<file path="src/rtl/led_trail_pwm.sv">
// led_trail_pwm: four-channel LED trail fader. A lit channel jumps to full brightness and then decays; each level is emitted as PWM. Define LED_TRAIL_GAMMA_EN to use a squared brightness curve.
// Latency: led_in -> lvl is 2 cycles; the new duty is used from the next PWM wrap, and led_out adds 1 more cycle.
// Backpressure: none; the block is free-running and samples led_in every cycle.
module led_trail_pwm #(
  parameter int PWM_BITS   = 8,
  parameter int DECAY_DIV  = 23438,
  parameter int DECAY_STEP = 8
) (
  input  logic       clk,
  input  logic       rst,
  input  logic [3:0] led_in,
  output logic [3:0] led_out
);

  localparam int                  PRE_W    = (DECAY_DIV > 1) ? $clog2(DECAY_DIV) : 1;
  localparam logic [PRE_W-1:0]    PRE_LAST = PRE_W'(DECAY_DIV - 1);
  localparam logic [PWM_BITS-1:0] LVL_MAX  = '1;
  localparam logic [PWM_BITS-1:0] STEP     = PWM_BITS'(DECAY_STEP);

  logic [3:0]          led_q;
  logic [PWM_BITS-1:0] pwm_cnt;
  logic [PRE_W-1:0]    prescaler;
  logic                decay_tick;
  logic                pwm_wrap;
  logic [PWM_BITS-1:0] lvl  [4];
  logic [PWM_BITS-1:0] duty [4];

  // Saturating decrement: the level must never wrap back to a bright value.
  function automatic logic [PWM_BITS-1:0] lvl_dec(input logic [PWM_BITS-1:0] l);
    return (l > STEP) ? (l - STEP) : '0;
  endfunction

  function automatic logic [PWM_BITS-1:0] shape(input logic [PWM_BITS-1:0] l);
`ifdef LED_TRAIL_GAMMA_EN
    logic [2*PWM_BITS-1:0] prod;
    prod = {{PWM_BITS{1'b0}}, l} * {{PWM_BITS{1'b0}}, l};
    return prod[2*PWM_BITS-1:PWM_BITS];
`else
    return l;
`endif
  endfunction

  assign decay_tick = (prescaler == PRE_LAST);
  assign pwm_wrap   = (pwm_cnt == LVL_MAX);

  always_ff @(posedge clk) begin
    if (rst) begin
      led_q     <= '0;
      pwm_cnt   <= '0;
      prescaler <= '0;
    end else begin
      led_q     <= led_in;
      pwm_cnt   <= pwm_cnt + 1'b1;
      prescaler <= decay_tick ? '0 : prescaler + 1'b1;
    end
  end

  // Load outranks decay; duty is only resampled at the period boundary so no partial pulses appear.
  always_ff @(posedge clk) begin
    for (int i = 0; i < 4; i++) begin
      if (rst) begin
        lvl[i]  <= '0;
        duty[i] <= '0;
      end else begin
        if (led_q[i]) begin
          lvl[i] <= LVL_MAX;
        end else if (decay_tick) begin
          lvl[i] <= lvl_dec(lvl[i]);
        end
        if (pwm_wrap) begin
          duty[i] <= shape(lvl[i]);
        end
      end
    end
  end

  always_ff @(posedge clk) begin
    for (int i = 0; i < 4; i++) begin
      if (rst) begin
        led_out[i] <= 1'b0;
      end else begin
        led_out[i] <= (pwm_cnt < duty[i]);
      end
    end
  end

endmodule
</file>
<file path="config.mk">
export PLATFORM = sky130hd
export DESIGN_NAME = led_trail_pwm
export DESIGN_NICKNAME = d
export VERILOG_FILES = /design/src/rtl/led_trail_pwm.sv
export SDC_FILE = /design/constraint.sdc
export NUM_CORES = 1
export LEC_CHECK = 0
export BUFFER_PORTS_ARGS = -buffer_cell sky130_fd_sc_hd__buf_2
export CAP_MARGIN = 25
export CORE_AREA = 10 10 111 113
export DETAILED_ROUTE_END_ITERATION = 16
export DIE_AREA = 0 0 121 123
export GPL_ROUTABILITY_DRIVEN = 0
export MAX_ROUTING_LAYER = met4
export PLACE_DENSITY = 0.56
export REMOVE_ABC_BUFFERS = 1
export SYNTH_ARGS = -nofsm -noshare
export SYNTH_HDL_FRONTEND = slang
export SYNTH_SLANG_ARGS = --single-unit
export TNS_END_PERCENT = 5
</file>
<file path="constraint.sdc">
create_clock -name clk -period 5.34 [get_ports clk]
set_input_delay 0.801 -clock clk [delete_from_list [all_inputs] [get_ports clk]]
set_output_delay 0.801 -clock clk [all_outputs]
set_load 0.02 [all_outputs]
</file>
Yosys cells after proc, flatten, opt, wreduce, memory -nomap -nowiden
Memories as Yosys holds them, arrays and structs flattened.
Index checks and enable logic that the tools add are counted.
Word-level totals
  register bits after elaboration: 31
  latch bits: 0
  RAM bits: 64
  ROM bits: 0
  input port bits: 6
  output and inout bits: 4
  word-level logic and storage cells: 81
  memories: 2
Memory list
  duty: depth 4, bits a word 8, rd ports 4, clocked after Yosys merged registers in 0, write ports 4, RTL line 26  | logic [PWM_BITS-1:0] duty [4];
  lvl: depth 4, bits a word 8, rd ports 4, clocked after Yosys merged registers in 0, write ports 4, RTL line 25  | logic [PWM_BITS-1:0] lvl [4];
Operators by class
  $add $sub $neg: 6
  multiply operators: 0
  divide/modulo/power cells: 0
  magnitude comparators: 8
  equality and inequality tests: 2
  shift-type cells: 0
  multiplexer cells: 46
  bitwise gates (word level): 12
  reduce and logical (&&, ||, !) cells: 1
Operators by type and width (count)
  8-bit 2-to-1 mux: 16
  8-bit by 4-bit > comparator with 1-bit output, second input constant: 4
  8-bit < comparator: 4
  8-bit by 4-bit subtractor with 8-bit output, second input constant: 4
  1-bit 2-to-1 mux: 30
  15-bit by 1-bit adder with 15-bit output, second input constant: 1
  15-bit == test, second input constant: 1
  1-bit bitwise OR: 12
  8-bit by 1-bit adder with 8-bit output, second input constant: 1
  8-bit == test, second input constant: 1
  2-bit OR reduction: 1

Longest topological paths before layout
Gate-level depths: netlist of run 1.
  depth in word-level cells: 6
  gate-level depth with buffers: 8
  gate-level depth less buffers: 6

Worst setup path before layout of run 1
No wires, ideal clock.
  kind: input-to-reg
  start point: input port rst
  end point: memory duty[0][2], enable pin
  setup time: 366 ps
  data arrival time: 1491 ps
  required time: 4974 ps
  path slack: 3483 ps
  cell stages on the path: 2
  buffers on the path: 1
  cell sequence: clkbuf_1 a31o_2
RTL lines
  start, declared: RTL line 10  | input logic rst,
  end, declared: RTL line 26

==> results of run 1 <==
stage by stage:
step	util	total power [mW]	std cells	area, sq um
2_1_floorplan	-	0.7736	375	4066
3_3_place_gp	0.4223	0.8023	520	4282
3_5_place_dp	0.4223	0.8057	520	4282
4_1_cts	0.4426	1.280	536	4487
5_1_grt	0.4426	1.322	536	4487
6_report	0.4426	1.261	536	4487
state kept, by name (all words and copies together), names as in the netlist:
signal,flops
prescaler,15
lvl,24
led_out,4
duty,24
led_q,4
pwm_cnt,8
worst min path at each step:
stage / endpoint / slack, ns / cells past startpoint
2_1_floorplan: pwm_cnt[0] / 0.44 / 1
3_3_place_gp: prescaler[0] / 0.46 / 1
3_5_place_dp: prescaler[0] / 0.47 / 1
4_1_cts: prescaler[0] / 0.49 / 1
5_1_grt: prescaler[0] / 0.53 / 1
6_report: prescaler[0] / 0.48 / 1
synthesized netlist by cell type, drive strengths merged (7+ instances only):
master  instances  area [sq um]
or4             8         60.06
ha             35         437.9
xor2            9         78.83
nor3            8         40.04
clkbuf          7         26.28
xnor2          21         183.9
inv            40         150.1
nor2           37         138.9
nand2b          8         50.05
o21a            8         60.06
nor4            8         65.06
nand3           9         45.04
dfxtp          31         620.6
o31ai          15         117.6
nand2          18         70.07
a21oi           9         45.04
edfxtp         48          1441
and2           24         150.1
per-layer routing:
layer / GRT usage / up-vias / wire [um]
met3: 0.03054 / 10 / 256
met2: 0.1548 / 33 / 3167
met5: - / - / 0
met1: 0.1361 / 1260 / 3693
li1: - / 1377 / -
met4: 0.05354 / 0 / 135
worst reg2reg max path, cell delays in order (launching register included):
cell and delay, ns:
dfxtp_1 0.39, ha_1 0.17, nand4bb_1 0.15, nor4_4 0.79, nand2_1 0.27, o31ai_1 0.30
cells by family (layout without fill, tap and decap cells):
group,Yosys count,after routing,synth area share
buf+inv,50,65,0.05008
simple gates,141,141,0.1882
xor+xnor,30,30,0.06373
compound gates,49,49,0.08892
fa+ha+maj,35,35,0.1062
flops,79,79,0.5002
mux,1,1,0.002731
area by class of cell:
type	instances	area [sq um]
Clock buffer	12	135.1
Clock inverter	4	70.07
Fill cell	971	5652
Inverter	40	150.1
Multi-Input combinational cell	256	1854
Sequential cell	79	2062
Tap cell	136	170.2
Timing Repair Buffer	9	45.04
power breakdown:
group          switching [mW]  total, mW  internal [mW]
clock network           0.209      0.471          0.263
logic                  0.0528     0.0959         0.0431
registers              0.0226      0.694          0.672
==> metrics.cfg, run 1 <==
[synthesis]
synth_ff_type=edfxtp_1
syn_area_sq_um=4123
synth-async-reset-ratio=0
synth_edf_count=48
yosysWarnings=0
synth.distinct_cells=38
ys_seq_elements=79
syn_avg_cell_area_sq_um=10.71
synthesis.instances=385
yosysSeqAreaShare=0.5002

[global_routing]
grt_pass1_vias=2531
gr-total-overflow=0
grt_usage=0.1077
antenna_found_initial=0
grt_max_degree=52
grt_pass1_wl_um=12430

[floorplan]
dieWidth_um=121
fp-row-count=37
dieArea_sq_um=14880
pin_count=10
core_sq_um=10140
initial_utilization=0.4066
die_y_um=123

[timing]
tightest_slew_ns=0.9349
setup_slack_ns=3.081
period_needed_ns=2.259
final.setup.tns_ns=0
fin_hold_ws_ns=0.4779
max_freq_ghz=0.4427
period_share=0.4230
finClkSkew_ns=0.01235
slew_headroom=0.3767
finalMaxSlewViolations=0
rsz0062_at_grt=false
finalSetupViolCount=0
hold_viol=0

[final_layout]
layout_common_cells=48 x edfxtp_1, 40 x inv_1, 37 x nor2_1, 35 x ha_1, 31 x dfxtp_1
area_growth_pct=8.831
final_common_cell=edfxtp_1
num_antenna_cells=0
final_nets=436
layout-drive-gt1-share=0.08500

[critical_path]
cpMaxStageDelayCell=nor4_4
worst_setup_path_start_kind=flop
cp.depth=5
timing.rr.end=lvl[1][5]
endpoint=lvl[1][5]
startpoint=prescaler[0]
worst-path-max-fanout=18
reg2reg_from=prescaler[0]
path_buf_inv=0
worst_path_largest_cell_delay_ns=0.79
path_cells=ha_1 -> nand4bb_1 -> nor4_4 -> nand2_1 -> o31ai_1
critPathTopFamily=simple AND/OR/NAND/NOR gates
critPathArrivalTime_ns=2.42
critPathCaptureType=flop
r2r_slack_ns=3.08
worstRegToRegCells=5
critPathKind=flop to flop
required_ns=5.50

[detailed_routing]
routed_via_density=5.000
routedWlPerCell_um=13.53
first_pass_iters=5
vias=2680
finalWirelength_um=7253
ant_nets=0
route.detailed.drc=0
drtIter0Drc=147

[placement]
port_buffers=9
pre_cts_ws_ns=2.784
post-dp-hpwl_um=5051

[clock_tree]
cts_max_level=3
clockBufferDepth=2
ctsHoldBuffers=0
cts.sinks=79
cts_buffers=9
worstSkewPairLatency_ns=0.35
post_cts_buffers=0
cts_resized=0
cts_tree=done
cts.clk_slew.worst_paths_ns=0.08
cts-root-buf=clkbuf_8

[min_path]
min_from=prescaler[0]
hp-class=flop to flop

[power]
vdd_drop_max_uv=107.6
p_per_area_nw_per_um2=281.1
static-leakage-power_nw=1.808

[run]
cap_viol_max_count=0

[outcome]
status=completed

Power figures use the tool's default switching activity.
==> run 2, diff against run 1 <==
==> constraint.sdc (replaced) <==
create_clock -name clk -period 2.2 [get_ports clk]
set_input_delay 0.33 -clock clk [delete_from_list [all_inputs] [get_ports clk]]
set_output_delay 0.33 -clock clk [all_outputs]
set_load 0.02 [all_outputs]
==> run 2 against run 1 <==
Wire length is 2.7% lower; cell count is 1.3% higher; register-to-register slack worse by 2.7 ns; die area stayed put; hold slack worse by 0.29 ns; sequential power is 140% higher; cell area is 1.1% higher; flip-flop and latch count stayed put.
==> metrics.cfg, run 2 (synthesis results as in run 1) <==
[outcome]
status=completed  ; unchanged

[final_layout]
num_antenna_cells=0  ; unchanged
nFillCells=965  ; was 971
layout-drive-gt1-share=0.1081  ; was 0.08500
reg_top3=duty (24), lvl (24), prescaler (15)  ; unchanged
layout_common_cells=48 x edfxtp_1, 40 x inv_1, 37 x nor2_1, 35 x ha_1, 31 x dfxtp_1  ; unchanged
area_growth_pct=9.985  ; was 8.831%
final_nets=443  ; was 436
fin_util=0.4472  ; was 0.4426
final_common_cell=edfxtp_1  ; unchanged

[min_path]
min_to=led_q[1]  ; was prescaler[0]
whs_path_depth=2  ; was 1
min_from=led_in[1]  ; was prescaler[0]
hp-class=input port to flop  ; was flop to flop

[timing]
finClkSkew_ns=0.009672  ; was 0.01235 ns
finalMaxSlewViolations=0  ; unchanged
period_share=0.8260  ; was 0.4230
hold_viol=0  ; unchanged
max_freq_ghz=0.5503  ; was 0.4427 GHz
final.setup.tns_ns=0  ; unchanged
period_needed_ns=1.817  ; was 2.259 ns
tightest_slew_ns=0.5900  ; was 0.9349 ns
finalSetupViolCount=0  ; unchanged
rsz0062_at_grt=false  ; unchanged
fin_hold_ws_ns=0.1832  ; was 0.4779 ns
slew_headroom=0.6031  ; was 0.3767

[clock_tree]
cts-root-buf=clkbuf_8  ; unchanged
ctsHoldBuffers=0  ; unchanged
cts_resized=0  ; unchanged
worstSkewPairLatency_ns=0.35  ; about the same
cts.clk_slew.worst_paths_ns=0.09  ; was 0.08 ns
cts.sinks=79  ; unchanged
cts_buffers=9  ; unchanged
cts_max_level=3  ; unchanged
clockBufferDepth=2  ; unchanged
cts_tree=done  ; unchanged
post_cts_buffers=0  ; unchanged

[critical_path]
critPathCaptureType=flop  ; unchanged
worstRegToRegCells=6  ; was 5
worst-path-max-fanout=18  ; unchanged
timing.rr.end=lvl[3][6]  ; was lvl[1][5]
critPathKind=flop to flop  ; unchanged
worst_setup_path_start_kind=flop  ; unchanged
reg2reg_from=prescaler[0]  ; unchanged
r2r_slack_ns=0.38  ; was 3.08 ns
critPathArrivalTime_ns=1.98  ; was 2.42 ns
required_ns=2.37  ; was 5.50 ns

[detailed_routing]
routedWlPerCell_um=12.99  ; was 13.53 um
ant_nets=0  ; unchanged
route.detailed.drc=0  ; unchanged
drtIter0Drc=147  ; unchanged
first_pass_iters=4  ; was 5
vias=2656  ; was 2680
routed_via_density=4.891  ; was 5.000
finalWirelength_um=7054  ; was 7253 um

[floorplan]
dieArea_sq_um=14880  ; unchanged
dieWidth_um=121  ; unchanged
core_sq_um=10140  ; unchanged
fp-row-count=37  ; unchanged
die_y_um=123  ; unchanged
initial_utilization=0.4066  ; unchanged
pin_count=10  ; unchanged

[global_routing]
grt_pass1_wl_um=12500  ; was 12430 um
grt_max_degree=26  ; was 52
grt_pass1_vias=2648  ; was 2531
antenna_found_initial=0  ; unchanged
grt_usage=0.1067  ; was 0.1077
gr-total-overflow=0  ; unchanged

[power]
p_sw_frac=0.2473  ; was 0.2252
p_clk_frac=0.358  ; was 0.374
static-leakage-power_nw=1.845  ; was 1.808 nW
power.share.combinational=0.081  ; was 0.076
power.internal_mw=2.256  ; was 0.9774 mW
pwr-share-seq=0.561  ; was 0.550
vdd_drop_max_uv=240.5  ; was 107.6 uV
p_sw_mw=0.7413  ; was 0.2841 mW
p_per_area_nw_per_um2=661.0  ; was 281.1 nW/um^2

[placement]
port_buffers=9  ; unchanged
post-dp-hpwl_um=5205  ; was 5051 um

[run]
cap_viol_max_count=0  ; unchanged

## run 2: cell count changes in the layout (fill, tap and decap cells not counted)
| cell | before | now |
|---|---|---|
| clkbuf_8 | 9 | 10 |
| clkinv_2 | 2 | 1 |
| clkinv_4 | 0 | 2 |
| inv_6 | 0 | 1 |
| bufinv_16 | 2 | 0 |
| buf_4 | 0 | 7 |
| inv_4 | 0 | 1 |
| clkbuf_1 | 3 | 0 |
| clkbuf_16 | 0 | 1 |
## run 2: final cells by class
class                   instances  area (sq um)  area share
repair buffers                 16         97.59     0.02152
well taps                     136         170.2     0.03753
inverters                      40         150.1     0.03311
flip-flops and latches         79          2062      0.4547
clock buffers                  11         162.7     0.03587
multi-input cells             256          1854      0.4089
clock inverters                 5         37.54    0.008278
## run 2: per-stage QoR
step	setup WS [ns]	cells	cell area, sq um	power, mW
final	0.3829	543	4534	2.997
after detailed placement	0.3981	527	4334	1.961
after global routing	0.2106	543	4534	3.143
after global placement	0.4202	527	4334	1.955
after floorplan	0.3436	375	4066	1.878
after CTS	0.3771	543	4534	3.041
## run 2: worst max-delay path by stage
stage	from	to	cells past startpoint
final	prescaler[0]	lvl[3][6]	6
after global routing	prescaler[0]	lvl[3][6]	6
after CTS	prescaler[0]	lvl[3][6]	6
after detailed placement	prescaler[0]	lvl[3][6]	6
after global placement	pwm_cnt[4]	duty[2][4]	4
after floorplan	prescaler[0]	lvl[0][5]	5
## run 2: worst max-delay path, cell delays in order (launching register included)
cell and delay, ns:
dfxtp_1 0.40, ha_1 0.16, nand4bb_1 0.15, nor4_4 0.26, buf_4 0.25, nand2_1 0.14
o31ai_1 0.27
## run 2: power by group through the flow
stage	clock, mW	sequential [mW]	combinational (mW)
after floorplan	0	1.71	0.170
after global placement	0	1.72	0.240
after detailed placement	0	1.72	0.245
after CTS	1.11	1.68	0.247
after global routing	1.17	1.69	0.280
final	1.07	1.68	0.243
## run 2: routing by layer
layer / global-route usage / vias up / share of wire
met5: - / - / 0
met4: 0.04299 / 0 / 0.013
met3: 0.02780 / 8 / 0.029
met2: 0.1673 / 26 / 0.46
met1: 0.1285 / 1229 / 0.50
li1: - / 1393 / -
